==> src/rtl/sevenseg_scan_decoder_pkg.sv <==
// Shared 7-segment display definitions.
// Segment ordering: bit0 = a ... bit6 = g, active-low (0 lights the segment).
// Provides the hex-to-segment table used by both the encoder and the scan decoder,
// the frame FSM state type and the digit-select decode helper.
package sevenseg_scan_decoder_pkg;

  // Active-low segment patterns for hex values 0..F, indexed by value.
  localparam logic [6:0] HexSegTable [16] = '{
    7'h40, 7'h79, 7'h24, 7'h30,  // 0 1 2 3
    7'h19, 7'h12, 7'h02, 7'h78,  // 4 5 6 7
    7'h00, 7'h10, 7'h08, 7'h03,  // 8 9 A b
    7'h46, 7'h21, 7'h06, 7'h0E   // C d E F
  };

  typedef enum logic [0:0] {
    StIdle,
    StScan
  } frame_state_e;

  typedef struct packed {
    logic       legal;
    logic [1:0] idx;
  } an_sel_t;

  // Exactly one anode low selects a digit; blank or multi-select is not legal.
  function automatic an_sel_t an_decode(input logic [3:0] an);
    an_sel_t sel;
    case (an)
      4'b1110: sel = '{legal: 1'b1, idx: 2'd0};
      4'b1101: sel = '{legal: 1'b1, idx: 2'd1};
      4'b1011: sel = '{legal: 1'b1, idx: 2'd2};
      4'b0111: sel = '{legal: 1'b1, idx: 2'd3};
      default: sel = '{legal: 1'b0, idx: 2'd0};
    endcase
    return sel;
  endfunction

endpackage

==> src/rtl/seg7_pattern_lookup.sv <==
// Combinational reverse lookup from an active-low 7-segment pattern to its hex value.
// Ports:
//   i_pattern  7-bit active-low segment pattern (bit0 = a ... bit6 = g)
//   o_value    matching hex value (0 when no match)
//   o_match    high when i_pattern is one of the 16 hex glyphs
module seg7_pattern_lookup
  import sevenseg_scan_decoder_pkg::*;
(
  input  logic [6:0] i_pattern,
  output logic [3:0] o_value,
  output logic       o_match
);

  // Table entries are distinct, so at most one iteration hits.
  always_comb begin
    o_value = 4'd0;
    o_match = 1'b0;
    for (int i = 0; i < 16; i++) begin
      if (i_pattern == HexSegTable[i]) begin
        o_value = 4'(i);
        o_match = 1'b1;
      end
    end
  end

endmodule

==> src/rtl/sevenseg_scan_decoder.sv <==
// Recovers the four hex digits shown on a multiplexed, active-low 7-segment display by
// watching its anode and segment drives. A digit is captured once the {an,seg} pair has
// been stable for STABLE_CYC cycles; a completed four-digit frame raises frame_valid.
// Ports:
//   clk          clock, all state on rising edge
//   reset        asynchronous active-low reset
//   seg_in       active-low segments, bit0 = a ... bit6 = g
//   an_in        active-low digit select, an_in[0] = rightmost digit 0
//   digits       decoded values, digits[4i+3:4i] = digit i
//   digit_valid  bit i set while digit i holds a good capture
//   frame_valid  one-cycle pulse after all four digits were captured without error
//   pattern_err  one-cycle pulse on an unrecognised segment pattern
//   err_digit    digit index of the last pattern_err, held until the next one
module sevenseg_scan_decoder
  import sevenseg_scan_decoder_pkg::*;
#(
  parameter int unsigned STABLE_CYC = 4  // legal range 2..255
) (
  input  logic        clk,
  input  logic        reset,
  input  logic [6:0]  seg_in,
  input  logic [3:0]  an_in,
  output logic [15:0] digits,
  output logic [3:0]  digit_valid,
  output logic        frame_valid,
  output logic        pattern_err,
  output logic [1:0]  err_digit
);

  localparam logic [7:0] CntSat = 8'(STABLE_CYC);
  // Capture fires on the edge the counter steps from here to STABLE_CYC-1.
  localparam logic [7:0] CntArm = 8'(STABLE_CYC - 2);

  logic [10:0] r_in;    // registered {an, seg}
  logic [10:0] r_prev;  // r_in one cycle earlier
  logic [7:0]  r_cnt;

  logic [15:0]  r_digits;
  logic [3:0]   r_digit_valid;
  logic [3:0]   r_seen;
  logic         r_frame_valid;
  logic         r_pattern_err;
  logic [1:0]   r_err_digit;
  frame_state_e r_state;

  an_sel_t    w_sel;
  logic [3:0] w_value;
  logic       w_match;
  logic       w_capture;
  logic       w_good;
  logic       w_bad;

  // Input stage and dwell counter. Reset loads a blank display so any dwell in
  // progress is discarded.
  always_ff @(posedge clk or negedge reset) begin
    if (!reset) begin
      r_in   <= '1;
      r_prev <= '1;
      r_cnt  <= '0;
    end else begin
      r_prev <= r_in;
      r_in   <= {an_in, seg_in};
      if (r_in != r_prev) begin
        r_cnt <= '0;
      end else if (r_cnt != CntSat) begin
        r_cnt <= r_cnt + 8'd1;
      end
    end
  end

  // Saturation past CntArm guarantees a held input is evaluated only once.
  assign w_capture = (r_in == r_prev) && (r_cnt == CntArm);
  assign w_sel     = an_decode(r_in[10:7]);

  seg7_pattern_lookup u_lookup (
    .i_pattern (r_in[6:0]),
    .o_value   (w_value),
    .o_match   (w_match)
  );

  assign w_good = w_capture & w_sel.legal & w_match;
  assign w_bad  = w_capture & w_sel.legal & ~w_match;

  // Frame FSM with capture bookkeeping. A completing capture and the next capture are
  // always at least two edges apart, so the frame-complete branch never hides one.
  always_ff @(posedge clk or negedge reset) begin
    if (!reset) begin
      r_digits      <= '0;
      r_digit_valid <= '0;
      r_seen        <= '0;
      r_frame_valid <= 1'b0;
      r_pattern_err <= 1'b0;
      r_err_digit   <= 2'd0;
      r_state       <= StIdle;
    end else begin
      r_frame_valid <= 1'b0;
      r_pattern_err <= 1'b0;
      if ((r_state == StScan) && (r_seen == 4'hF)) begin
        r_frame_valid <= 1'b1;
        r_seen        <= '0;
        r_state       <= StIdle;
      end else if (w_good) begin
        r_digits[{w_sel.idx, 2'b00} +: 4] <= w_value;
        r_digit_valid[w_sel.idx]          <= 1'b1;
        r_seen[w_sel.idx]                 <= 1'b1;
        r_state                           <= StScan;
      end else if (w_bad) begin
        r_pattern_err            <= 1'b1;
        r_err_digit              <= w_sel.idx;
        r_digit_valid[w_sel.idx] <= 1'b0;
        r_seen                   <= '0;
        r_state                  <= StIdle;
      end
    end
  end

  assign digits      = r_digits;
  assign digit_valid = r_digit_valid;
  assign frame_valid = r_frame_valid;
  assign pattern_err = r_pattern_err;
  assign err_digit   = r_err_digit;

endmodule
==> config.mk <==
export PLATFORM = sky130hd
export DESIGN_NAME = sevenseg_scan_decoder
export DESIGN_NICKNAME = d
export VERILOG_FILES = /design/src/rtl/sevenseg_scan_decoder_pkg.sv /design/src/rtl/seg7_pattern_lookup.sv /design/src/rtl/sevenseg_scan_decoder.sv
export SDC_FILE = /design/constraint.sdc
export NUM_CORES = 1
export LEC_CHECK = 0
export CORE_UTILIZATION = 25
export CTS_CLUSTER_SIZE = 28
export DETAILED_ROUTE_END_ITERATION = 7
export PLACE_DENSITY = 0.44
export SYNTH_ARGS = -nofsm -noshare
export SYNTH_HDL_FRONTEND = slang
export SYNTH_SLANG_ARGS = --single-unit
==> constraint.sdc <==
create_clock -name clk -period 2.9 [get_ports clk]
set_input_delay 0.29 -clock clk [delete_from_list [all_inputs] [get_ports clk]]
set_output_delay 0.29 -clock clk [all_outputs]
set_load 0.01 [all_outputs]
* Word level (Yosys, flattened, before mapping)
Index checks and enable logic that the tools add are counted.
Widths: inputs -> output; s select.
** Storage, ports and cells
- Input bits :: 13
- Bits in read-only memories :: 0
- Register bits after elaboration :: 59
- Memories kept :: 0
- Bits in writable memories :: 0
- Output and inout bits :: 24
- Latch bits :: 0
- Logic and storage cells :: 109
** Operators by class
- Reductions and logical operators :: 10
- Div/mod/pow operators :: 0
- Equality and inequality tests :: 24
- Mux-type cells :: 49
- Add/subtract/negate cells :: 2
- Bitwise logic cells :: 10
- Multiply operators :: 0
- Shifts and indexed selects :: 2
- Order comparisons :: 2
** Operators with widths (number)
- $mux 4 :: 13
- $eq 7x7->1 const B :: 4
- $mux 1 :: 25
- $eq 7x5->1 const B :: 3
- $eq 7x6->1 const B :: 3
- $bwmux 16 :: 1
- $eq 4x4->1 const B :: 4
- $mux 8 :: 2
- $shift 4x6->16 const A :: 1
- $shiftx 4x6->16 :: 1
- $eq 7x2->1 const B :: 2
- $eq 7x4->1 const B :: 2
- $mux 3 :: 4
- $pmux 3 s4 :: 1
- $eq 11x11->1 :: 1
- $ne 11x11->1 :: 1
- $add 8x1->8 const B :: 1
- $eq 8x2->1 const B :: 1
- $ne 8x3->1 const B :: 1
- $or 4x4->4 :: 2
- $eq 7x3->1 const B :: 1
- $logic_not 7->1 :: 1
- $neg 4->6 :: 1
- $and 4x4->4 :: 1
- 13 further kinds :: 22

* Depth between registers and ports, before layout
Gate-level depths: netlist of run 1.
- Depth in word-level cells :: 22
- Mapped depth :: 8
- Mapped depth without buffers :: 7

* Modules after synthesis
Synthesis of run 1 repeated with hierarchy kept, for this count alone.
** Unflattened totals
- Cell total of the unflattened synthesis :: 254
- Area total of the unflattened synthesis :: 2960.3 um^2
** By module, submodules not included
- sevenseg_scan_decoder :: cells each 210, area each 2662.6 um^2, instances 1
- seg7_pattern_lookup :: cells each 44, area each 297.8 um^2, instances 1

* Least setup slack after synthesis of run 1
Ideal clock, no wire load.
- Kind :: register to register
- Start :: register r_in[5]
- End :: register r_digits[0] (netlist: digits[0])
- Clock period less this slack :: 2179 ps
- Path slack :: 721 ps
- Cell stages (with the launch flop) :: 8
- Arrival time :: 2054 ps
- Path through :: dfstp_2 clkbuf_1 nor3b_1 a32oi_1 o211ai_2 buf_6 o2111a_4 mux2_4
** Between the ends
- Longest elaborated chain between the ends :: 19
- Elaborated cells on any way between the ends :: 54
- Those cells by class :: 16 x eq/ne; 1 x shift; 32 x mux; 2 x bitwise; 3 x reduce/logical
** RTL lines
- start: declaration :: line sevenseg_scan_decoder.sv:34 : logic [10:0] r_in;
- start signal: assignment :: line sevenseg_scan_decoder.sv:62 : r_in <= {an_in, seg_in};
- parallel branches: the longest is 19 deep, another holds $eq 7x7->1
- end signal: indexed assignment :: line sevenseg_scan_decoder.sv:103 : r_digits[{w_sel.idx, 2'b00} +: 4] <= w_value;
- end: declaration :: line sevenseg_scan_decoder.sv:38 : logic [15:0] r_digits;
Parallel ways; which one is timed is not known.
A chain may end at the register's enable or synchronous reset.

* Final worst setup path of run 1
- Start :: register r_in[1]
- End :: register r_digits[4] (netlist: digits[4])
The elaborated chain is that of the path after synthesis.

==> flow_summary.yaml, run 1 <==
outcome:
  status: "finished with violations"
  violations: "design-rule violations"
synthesis:
  synth.avg_cell_area_um2: 11.61
  synthFlopType: "dfrtp_1"
  yosysMostFrequentCell: "dfrtp_1"
  ys_seq_area_share_pct: 49.81
  synth_edf_count: 0
  ys.warnings.count: 0
  synth_xor_area_share_pct: 6.382
  synth-compound-area-share_pct: 9.532
  yosysTopAreaCellShare_pct: 30.67
  ys_async_sr_fraction_pct: 100.0
  synth_top_cell_by_area: "dfrtp_1"
  synth_cells: 260
  synth_top_family_by_area: "simple AND/OR/NAND/NOR gates"
  synthAdderAreaFrac_pct: 4.144
  synth_nets: 283
  ys_top_cells_by_area: "dfrtp_1 31%, dfstp_2 19%, xor2_1 4.6%, ha_1 4.1%, mux2i_1 4.0%"
  syn_area_um2: 3019
  synthSimpleGateAreaFrac_pct: 17.36
  synth_cell_type_count: 52
  synthMuxAreaShare_pct: 8.206
  synthTopCellsByCount: "37 x dfrtp_1, 22 x dfstp_2, 19 x inv_1"
  ys_ff_latch: 59
sta:
  finalHoldViolations: 0
  post-route-min-period_ns: 2.666
  setup_viol: 0
  fmax_ghz: 0.3752
  slew_viol_final: 0
  worst_pin_slew_ns: 0.6319
  setup_tns_ns: 0
  finalCritPeriodShare_pct: 91.92
  relSlewSlack_pct: 57.75
  rsz0062_at_grt: "no"
  finClkSkew_ns: 0.007039
routing:
  num_vias: 2036
  drt_wl_total_mm: 6.354
  dr.first_iter.drc_count: 81
  viasPerCell: 4.535
  wl_per_cell_um: 14.15
  post-route-drc-count: 2
  drtPass1Iterations: 6
  drtAntennaViolNets: 0
clocking:
  cts_made_buffers: 9
  htree_levels: 3
  ctsHoldBuffers: 1
  cts_tree: "done"
  clkSinkCount: 59
  post-cts-setup-buffer-count: 0
  cts_buffer_depth: 2
  post_cts_resized: 0
  clkLatencyLatePin_ns: 0.32
  path_clk_slew_ns: 0.05
  cts_root_buf: "clkbuf_16"
critical_path:
  rr_endpoint: "digits[4]"
  timing.rr.start: "r_in[1]"
  critPathCaptureType: "flip-flop"
  cp_cell_sequence: "nor3b_1 -> a32oi_1 -> o211ai_2 -> o2111a_4 -> mux2_4"
  worstSetupPathType: "flip-flop to flip-flop"
  worstPathRequired_ns: 3.11
  cp.arrival_ns: 2.87
  rr_worst_depth: 5
  max_stage_delay_ns: 0.67
  cp_slowest_cell: "dfstp_2"
  path_buf_inv: 0
  start_kind: "flip-flop"
  path_max_fanout: 15
  rrSetupSlack_ns: 0.23
  crit_family: "compound AO/OA/AOI/OAI gates"
placed_design:
  placed_cell_area_um2: 3517
  dp_hpwl_mm: 4.638
  globalplace.congestion: 0.7892
  port_buffers: 36
min_path:
  min_from: "seg_in[2]"
  worst_hold_path.endpoint: "r_in[2]"
  hold_depth: 1
  hold_class: "primary input to flip-flop"
global_route:
  grt-ovfl-total: 0
  grt_pass1_vias: 2118
  grt_max_degree: 24
  antenna_found_initial: 0
  grt_first_pass_wirelength_mm: 11.12
  groute.usage.overall_pct: 11.39
die:
  ios: 37
  core_area_um2: 11610
  die_area_um2: 12520
  die_x_um: 111.9
  die_h_um: 111.9
  start_util_pct: 26.00
  core.rowCount: 39
final_layout:
  drive_gt1_share_pct: 19.61
  diodes: 0
  final_cell_area_um2: 3846
  nets: 324
  area_growth_pct: 27.39
  fin_util_pct: 33.12
power_and_ir_drop:
  vdd_ir_drop_max_mv: 0.3310
  leakage_nw: 1.668
  power_per_cell_area_nw_per_um2: 552.4
flow_run:
  cap_violations: 0
[layout by cell type, fill, tap and decap left out, types with 2 or more instances in the layout]
master	count
bufinv_16	2
nand3_1	14
nor4_2	2
nand4_1	2
xnor2_1	6
nor4b_1	2
and3b_1	3
or4_1	2
inv_1	19
a21oi_1	3
clkdlybuf4s50_1	35
nor3_1	3
a31oi_1	5
mux2i_1	12
nor2_1	17
nor3b_1	5
ha_1	10
mux2_4	4
nand2_1	14
dfstp_2	22
o21ai_0	5
dfrtp_1	37
and3_1	8
o2111a_4	4
mux2_1	6
a211oi_1	5
xor2_1	16
buf_4	4
clkbuf_16	9
[per-stage QoR]
stage	instances	worst slack, ns	hold slack [ns]	total power [mW]
finish	449	0.2344	0.3735	2.125
global route	449	0.03982	0.3678	2.221
CTS	449	0.2281	0.3638	2.158
detailed placement	432	0.2323	0.3086	1.006
global placement	432	0.2862	0.3071	1.006
floorplan	260	0.7208	-0.005591	0.9515
[cells by family after synthesis]
family	count (synthesis)
mux	22
compound gates	31
xor+xnor	22
buf+inv	30
flops	59
fa+ha+maj	10
simple gates	86
[sequential cells by signal (all words and copies together) (netlist names), named ones only]
register	count
r_seen	4
r_in	11
frame_valid	1
err_digit	2
r_state	1
r_cnt	8
r_prev	11
digits	16
pattern_err	1
[power breakdown]
| group | total (mW) | internal, mW | switching, mW |
|---|---|---|---|
| Combinational | 0.109 | 0.0462 | 0.0628 |
| Clock | 1.13 | 0.770 | 0.363 |
| Sequential | 0.882 | 0.853 | 0.0286 |
[worst max path at each step]
stage               startpoint  depth (start not counted)   endpoint
floorplan              r_in[5]                          7  digits[0]
global placement       r_in[1]                          5  digits[8]
detailed placement     r_in[1]                          5  digits[8]
CTS                    r_in[1]                          5  digits[4]
global route           r_in[1]                          5  digits[4]
finish                 r_in[1]                          5  digits[4]
[layout make-up]
cell class,count,area [um2]
Fill cell,1192,7767
Sequential cell,59,1504
Multi-Input combinational cell,171,1378
Timing Repair Buffer,41,395.4
Clock buffer,11,242.7
Tap cell,143,178.9
Clock inverter,5,76.32
Inverter,19,71.32
[routing by layer]
metal	track usage (%)	vias to the layer above	routed length, um
met4	3.784	0	68
met5	0	-	0
li1	-	995	-
met1	16.24	993	3293
met3	3.375	9	216
met2	16.31	39	2776
(Power assumes the default switching activity.)
==> run 2, diff against run 1 <==
--- a/config.mk
+++ b/config.mk
@@ -5,10 +5,11 @@
 export SDC_FILE = /design/constraint.sdc
 export NUM_CORES = 1
 export LEC_CHECK = 0
+export CORE_MARGIN = 2
 export CORE_UTILIZATION = 25
 export CTS_CLUSTER_SIZE = 28
 export DETAILED_ROUTE_END_ITERATION = 7
-export PLACE_DENSITY = 0.44
+export PLACE_DENSITY = 0.46
 export SYNTH_ARGS = -nofsm -noshare
 export SYNTH_HDL_FRONTEND = slang
 export SYNTH_SLANG_ARGS = --single-unit
==> constraint.sdc (replaced) <==
create_clock -name clk -period 2.43 [get_ports clk]
set_input_delay 0.243 -clock clk [delete_from_list [all_inputs] [get_ports clk]]
set_output_delay 0.243 -clock clk [all_outputs]
set_load 0.01 [all_outputs]
==> run 2 against run 1 <==
The run now ends clean; design area rose by 4.4%; combinational power rose by 39%; worst hold slack got worse by 0.053 ns; worst setup slack got worse by 0.13 ns; largest power group unchanged.
==> flow_summary.yaml, run 2 (synthesized netlist as in run 1, its figures left out) <==
critical_path:
  cp.arrival_ns: 2.53
  rr_endpoint: "digits[4]"
  startpoint: "r_in[0]"
  path_max_fanout: 8
  start_kind: "flip-flop"
  rrSetupSlack_ns: 0.10
  worstSetupPathType: "flip-flop to flip-flop"
  rr_worst_depth: 6
  cp_slowest_cell: "or4_4"
  max_stage_delay_ns: 0.53
  critPathCaptureType: "flip-flop"
  worstPathRequired_ns: 2.63
  timing.rr.start: "r_in[0]"
  cp_cell_sequence: "buf_4 -> or4_4 -> or3_4 -> o211ai_4 -> o2111a_4 -> mux2_4"
final_layout:
  final_common_cell: "dfrtp_1"
  seqCellArea_um2: 1508
  drive_gt1_share_pct: 25.31
  largest_reg_flops: 16
  layout_common_cells: "37 x dfrtp_1, 35 x clkdlybuf4s50_1, 21 x dfstp_2"
  multi_input_area_um2: 1441
  fillers: 1220
  diodes: 0
  layout.cells.non_filler: 467
  area_growth_pct: 32.95
  nets: 338
power_and_ir_drop:
  pwr-share-seq_pct: 43.9
  vdd_ir_drop_max_mv: 0.2174
  swShare_pct: 22.43
  p_int_mw: 1.855
  pwr-share-clk_pct: 49.8
  p_comb_share_pct: 6.3
  power_per_cell_area_nw_per_um2: 595.7
  p_switching_mw: 0.5363
  leakage_nw: 1.751
  power.total_mw: 2.391
placed_design:
  dp_hpwl_mm: 4.756
  port_buffers: 36
  globalplace.congestion: 0.7983
  dp_cells: 449
clocking:
  clkSinkCount: 59
  htree_levels: 3
  path_clk_slew_ns: 0.05
  cts_tree: "done"
  clkLatencyLatePin_ns: 0.33
  cts_root_buf: "clkbuf_16"
  cts_buffer_depth: 2
  cts_made_buffers: 9
die:
  die_x_um: 113.9
  die_h_um: 113.9
  core.rowCount: 40
  ios: 37
  start_util_pct: 25.35
  core_area_um2: 11910
  die_area_um2: 12970
global_route:
  grt_max_degree: 36
  antenna_found_initial: 0
  grt_pass1_vias: 2167
  grt_first_pass_wirelength_mm: 11.14
  groute.usage.overall_pct: 11.12
  grt-ovfl-total: 0
min_path:
  worst_hold_path.endpoint: "r_in[8]"
  min_from: "an_in[1]"
  hold_class: "primary input to flip-flop"
  hold_depth: 1
routing:
  drtPass1Iterations: 4
  drtAntennaViolNets: 0
  wl_per_cell_um: 14.11
  dr.first_iter.drc_count: 112
  num_vias: 2113
  viasPerCell: 4.525
  drt_wl_total_mm: 6.589
  post-route-drc-count: 0
sta:
  setup_viol: 0
  slew_viol_final: 0
  rsz0062_at_grt: "no"
  worst_pin_slew_ns: 0.6364
  relSlewSlack_pct: 57.57
  fmax_ghz: 0.4295
  setup_tns_ns: 0
  post-route-min-period_ns: 2.328
  finalCritPeriodShare_pct: 95.82
  finClkSkew_ns: 0.007278
  finalHoldViolations: 0
outcome:
  status: "finished clean"
flow_run:
  cap_violations: 0
[run 2: cell types whose count changed in the layout (fill, tap and decap cells not counted), moves of 2 or more]
cell,change
clkbuf_8,+2
buf_12,+2
bufinv_16,-2
or4_1,-2
nor3b_1,-2
buf_4,+12
or4_4,+2
nor3b_2,+2
[run 2: layer usage]
metal / part of all wire [%] / GRT usage [%] / up-vias / wire, um
met2: 46 / 16.93 / 37 / 3020
met4: 2.2 / 5.366 / 0 / 144
met3: 2.8 / 2.444 / 11 / 185
met5: 0 / 0 / - / 0
li1: - / - / 1029 / -
met1: 49 / 15.02 / 1036 / 3239
[run 2: cell type report]
cell class | instances | area share (%)
Timing Repair Buffer | 55 | 13.09
Inverter | 19 | 1.777
Clock inverter | 2 | 0.2494
Clock buffer | 14 | 6.827
Tap cell | 147 | 4.582
Multi-Input combinational cell | 171 | 35.91
Sequential cell | 59 | 37.56
[run 2: metrics by stage]
stage	setup WS (ns)	area [um2]	utilization [%]	hold slack [ns]
final	0.1015	4014	33.70	0.3205
after global placement	0.1087	3645	30.60	0.3093
after global routing	0.01302	4014	33.70	0.3158
after floorplan	0.2508	3019	-	-0.05259
after CTS	0.03177	3939	33.07	0.3094
after detailed placement	0.03761	3645	30.60	0.3174
[run 2: critical path, delay by kind of cell, from the launching register on]
family | cells | cell delay (ns)
and+or+nand+nor | 2 | 0.88
buffers and inverters | 1 | 0.17
DFF | 1 | 0.40
muxes | 1 | 0.30
AOI/OAI and AO/OA | 2 | 0.45
[run 2: how the worst max path moves through the flow]
stage	endpoint	slack, ns	cells after the start
after floorplan	digits[0]	0.25	7
after global placement	digits[4]	0.11	6
after detailed placement	err_digit[1]	0.04	6
after CTS	err_digit[1]	0.03	6
after global routing	digits[10]	0.01	7
final	digits[4]	0.10	6
[run 2: power by group through the flow]
stage	Sequential [mW]	Clock [mW]	Combinational [mW]
3_5_place_dp	1.06	0	0.147
4_1_cts	1.05	1.23	0.149
2_1_floorplan	1.05	0	0.0895
5_1_grt	1.05	1.27	0.170
6_report	1.05	1.19	0.151
3_3_place_gp	1.06	0	0.147
[run 2: timing repair]
action,4_1_cts,5_1_grt
setup buffers,0,1
resized for setup,0,11
hold endpoints to repair,24,0
hold buffers,1,0
endpoints found under the setup margin,0,21
==> run 3, diff against run 2 <==
--- a/config.mk
+++ b/config.mk
@@ -5,11 +5,14 @@
 export SDC_FILE = /design/constraint.sdc
 export NUM_CORES = 1
 export LEC_CHECK = 0
+export CELL_PAD_IN_SITES_DETAIL_PLACEMENT = 1
+export CELL_PAD_IN_SITES_GLOBAL_PLACEMENT = 1
 export CORE_MARGIN = 2
 export CORE_UTILIZATION = 25
 export CTS_CLUSTER_SIZE = 28
 export DETAILED_ROUTE_END_ITERATION = 7
-export PLACE_DENSITY = 0.46
+export PLACE_DENSITY = 0.54
+export SLEW_MARGIN = 20
 export SYNTH_ARGS = -nofsm -noshare
 export SYNTH_HDL_FRONTEND = slang
 export SYNTH_SLANG_ARGS = --single-unit
==> run 3 against run 2 <==
Cell count up 0.64%; clock power up 8%; clock skew about the same; global-route usage up 0.82 points; design area about the same; register-to-register slack worse by 0.02 ns; worst setup slack worse by 0.018 ns; first-iteration DRC count down 24%.
==> flow_summary.yaml, run 3 (synthesized netlist as in run 1, its figures left out) <==
sta:
  post-route-min-period_ns: 2.347
  rsz0062_at_grt: "no"
  relSlewSlack_pct: 65.94
  finalHoldViolations: 0
  fmax_ghz: 0.4261
  setup_tns_ns: 0
  holdWs_ns: 0.1709
  slew_viol_final: 0
  finalCritPeriodShare_pct: 96.57
  finClkSkew_ns: 0.007007
  setup_viol: 0
  worst_pin_slew_ns: 0.5039
final_layout:
  nets: 341
  drive_gt1_share_pct: 25.08
  layout_common_cells: "37 x dfrtp_1, 35 x clkdlybuf4s50_1, 22 x buf_4"
  layout.cells.non_filler: 470
  final_cell_area_um2: 4016
  final_common_cell: "dfrtp_1"
  area_growth_pct: 33.03
  largest_reg_flops: 16
  diodes: 0
global_route:
  antenna_found_initial: 0
  groute.usage.overall_pct: 11.94
  grt-ovfl-total: 0
  grt_pass1_vias: 2321
  grt_first_pass_wirelength_mm: 11.96
  grt_max_degree: 24
flow_run:
  cap_violations: 0
power_and_ir_drop:
  power_per_cell_area_nw_per_um2: 620.3
  vdd_ir_drop_max_mv: 0.4071
  power.total_mw: 2.491
  leakage_nw: 1.759
critical_path:
  cp_cell_sequence: "buf_4 -> or4_1 -> or3_1 -> o211ai_4 -> o2111a_4 -> mux2_4"
  max_stage_delay_ns: 0.54
  rrSetupSlack_ns: 0.08
  timing.rr.start: "r_in[0]"
  cp_slowest_cell: "or4_1"
  worstSetupPathType: "flip-flop to flip-flop"
  crit_family: "simple AND/OR/NAND/NOR gates"
  path_max_fanout: 8
  critPathCaptureType: "flip-flop"
  path_buf_inv: 1
  worstPathRequired_ns: 2.64
  rr_endpoint: "digits[12]"
  cp.arrival_ns: 2.55
  start_kind: "flip-flop"
  rr_worst_depth: 6
placed_design:
  globalplace.congestion: 0.7379
  dp_cells: 454
  placed_cell_area_um2: 3657
  dp_hpwl_mm: 5.421
  port_buffers: 36
clocking:
  htree_levels: 3
  clkLatencyLatePin_ns: 0.33
  cts_buffer_depth: 2
  cts_root_buf: "clkbuf_16"
  ctsHoldBuffers: 0
  cts_made_buffers: 9
  cts_tree: "done"
  clkSinkCount: 59
  path_clk_slew_ns: 0.05
outcome:
  status: "finished clean"
routing:
  dr.first_iter.drc_count: 85
  post-route-drc-count: 0
  drtPass1Iterations: 4
  viasPerCell: 4.577
  num_vias: 2151
  wl_per_cell_um: 15.14
  drt_wl_total_mm: 7.115
  drtAntennaViolNets: 0
die:
  start_util_pct: 25.35
  die_area_um2: 12970
  die_x_um: 113.9
  core.rowCount: 40
  ios: 37
  die_h_um: 113.9
  core_area_um2: 11910
min_path:
  hold_class: "primary input to async pin"
==> run 3: changes by cell type in the layout (fill, tap and decap cells not counted), moves of 2 or more <==
cell      change
buf_12        -2
buf_4         +6
or4_1         +2
or4_4         -2
clkinv_2      -2
==> run 3: metal layers <==
metal	vias to the layer above	share of wire (%)	global-route usage, %
li1	1032	-	-
met1	1073	47	14.93
met2	38	47	19.32
met3	8	3.7	3.613
met4	0	1.8	4.878
met5	-	0	0
==> run 3: final cells by class <==
cell class                 count  area, um2
clock buffer                  15      277.8
clock inverter                 1      30.03
fill                        1318       7895
inverter                      19      71.32
multi-input combinational    171       1425
sequential                    59       1508
tap                          147      183.9
timing repair buffer          58      520.5
==> run 3: report_power, final <==
| group | total [mW] | switching [mW] | internal, mW |
|---|---|---|---|
| registers | 1.05 | 0.0294 | 1.02 |
| clock network | 1.29 | 0.413 | 0.877 |
| logic | 0.152 | 0.0876 | 0.0642 |
==> run 3: how the worst max path moves through the flow <==
stage	endpoint	startpoint	depth (start not counted)
3_3_place_gp	err_digit[0]	r_in[3]	6
2_1_floorplan	digits[0]	r_in[5]	7
4_1_cts	err_digit[0]	r_in[0]	6
5_1_grt	r_seen[0]	r_in[2]	7
3_5_place_dp	r_seen[0]	r_in[2]	7
6_report	digits[12]	r_in[0]	6
==> run 3: timing repair <==
item,in CTS,in global routing
gates resized for setup,1,8
setup endpoints to repair,1,26
setup buffers,0,0
==> run 3: per-stage QoR <==
stage	worst slack [ns]	util, %
floorplan	0.2508	-
global placement	0.07984	30.70
detailed placement	0.007840	30.70
CTS	0.04027	33.30
global route	0.01579	33.72
finish	0.08331	33.72
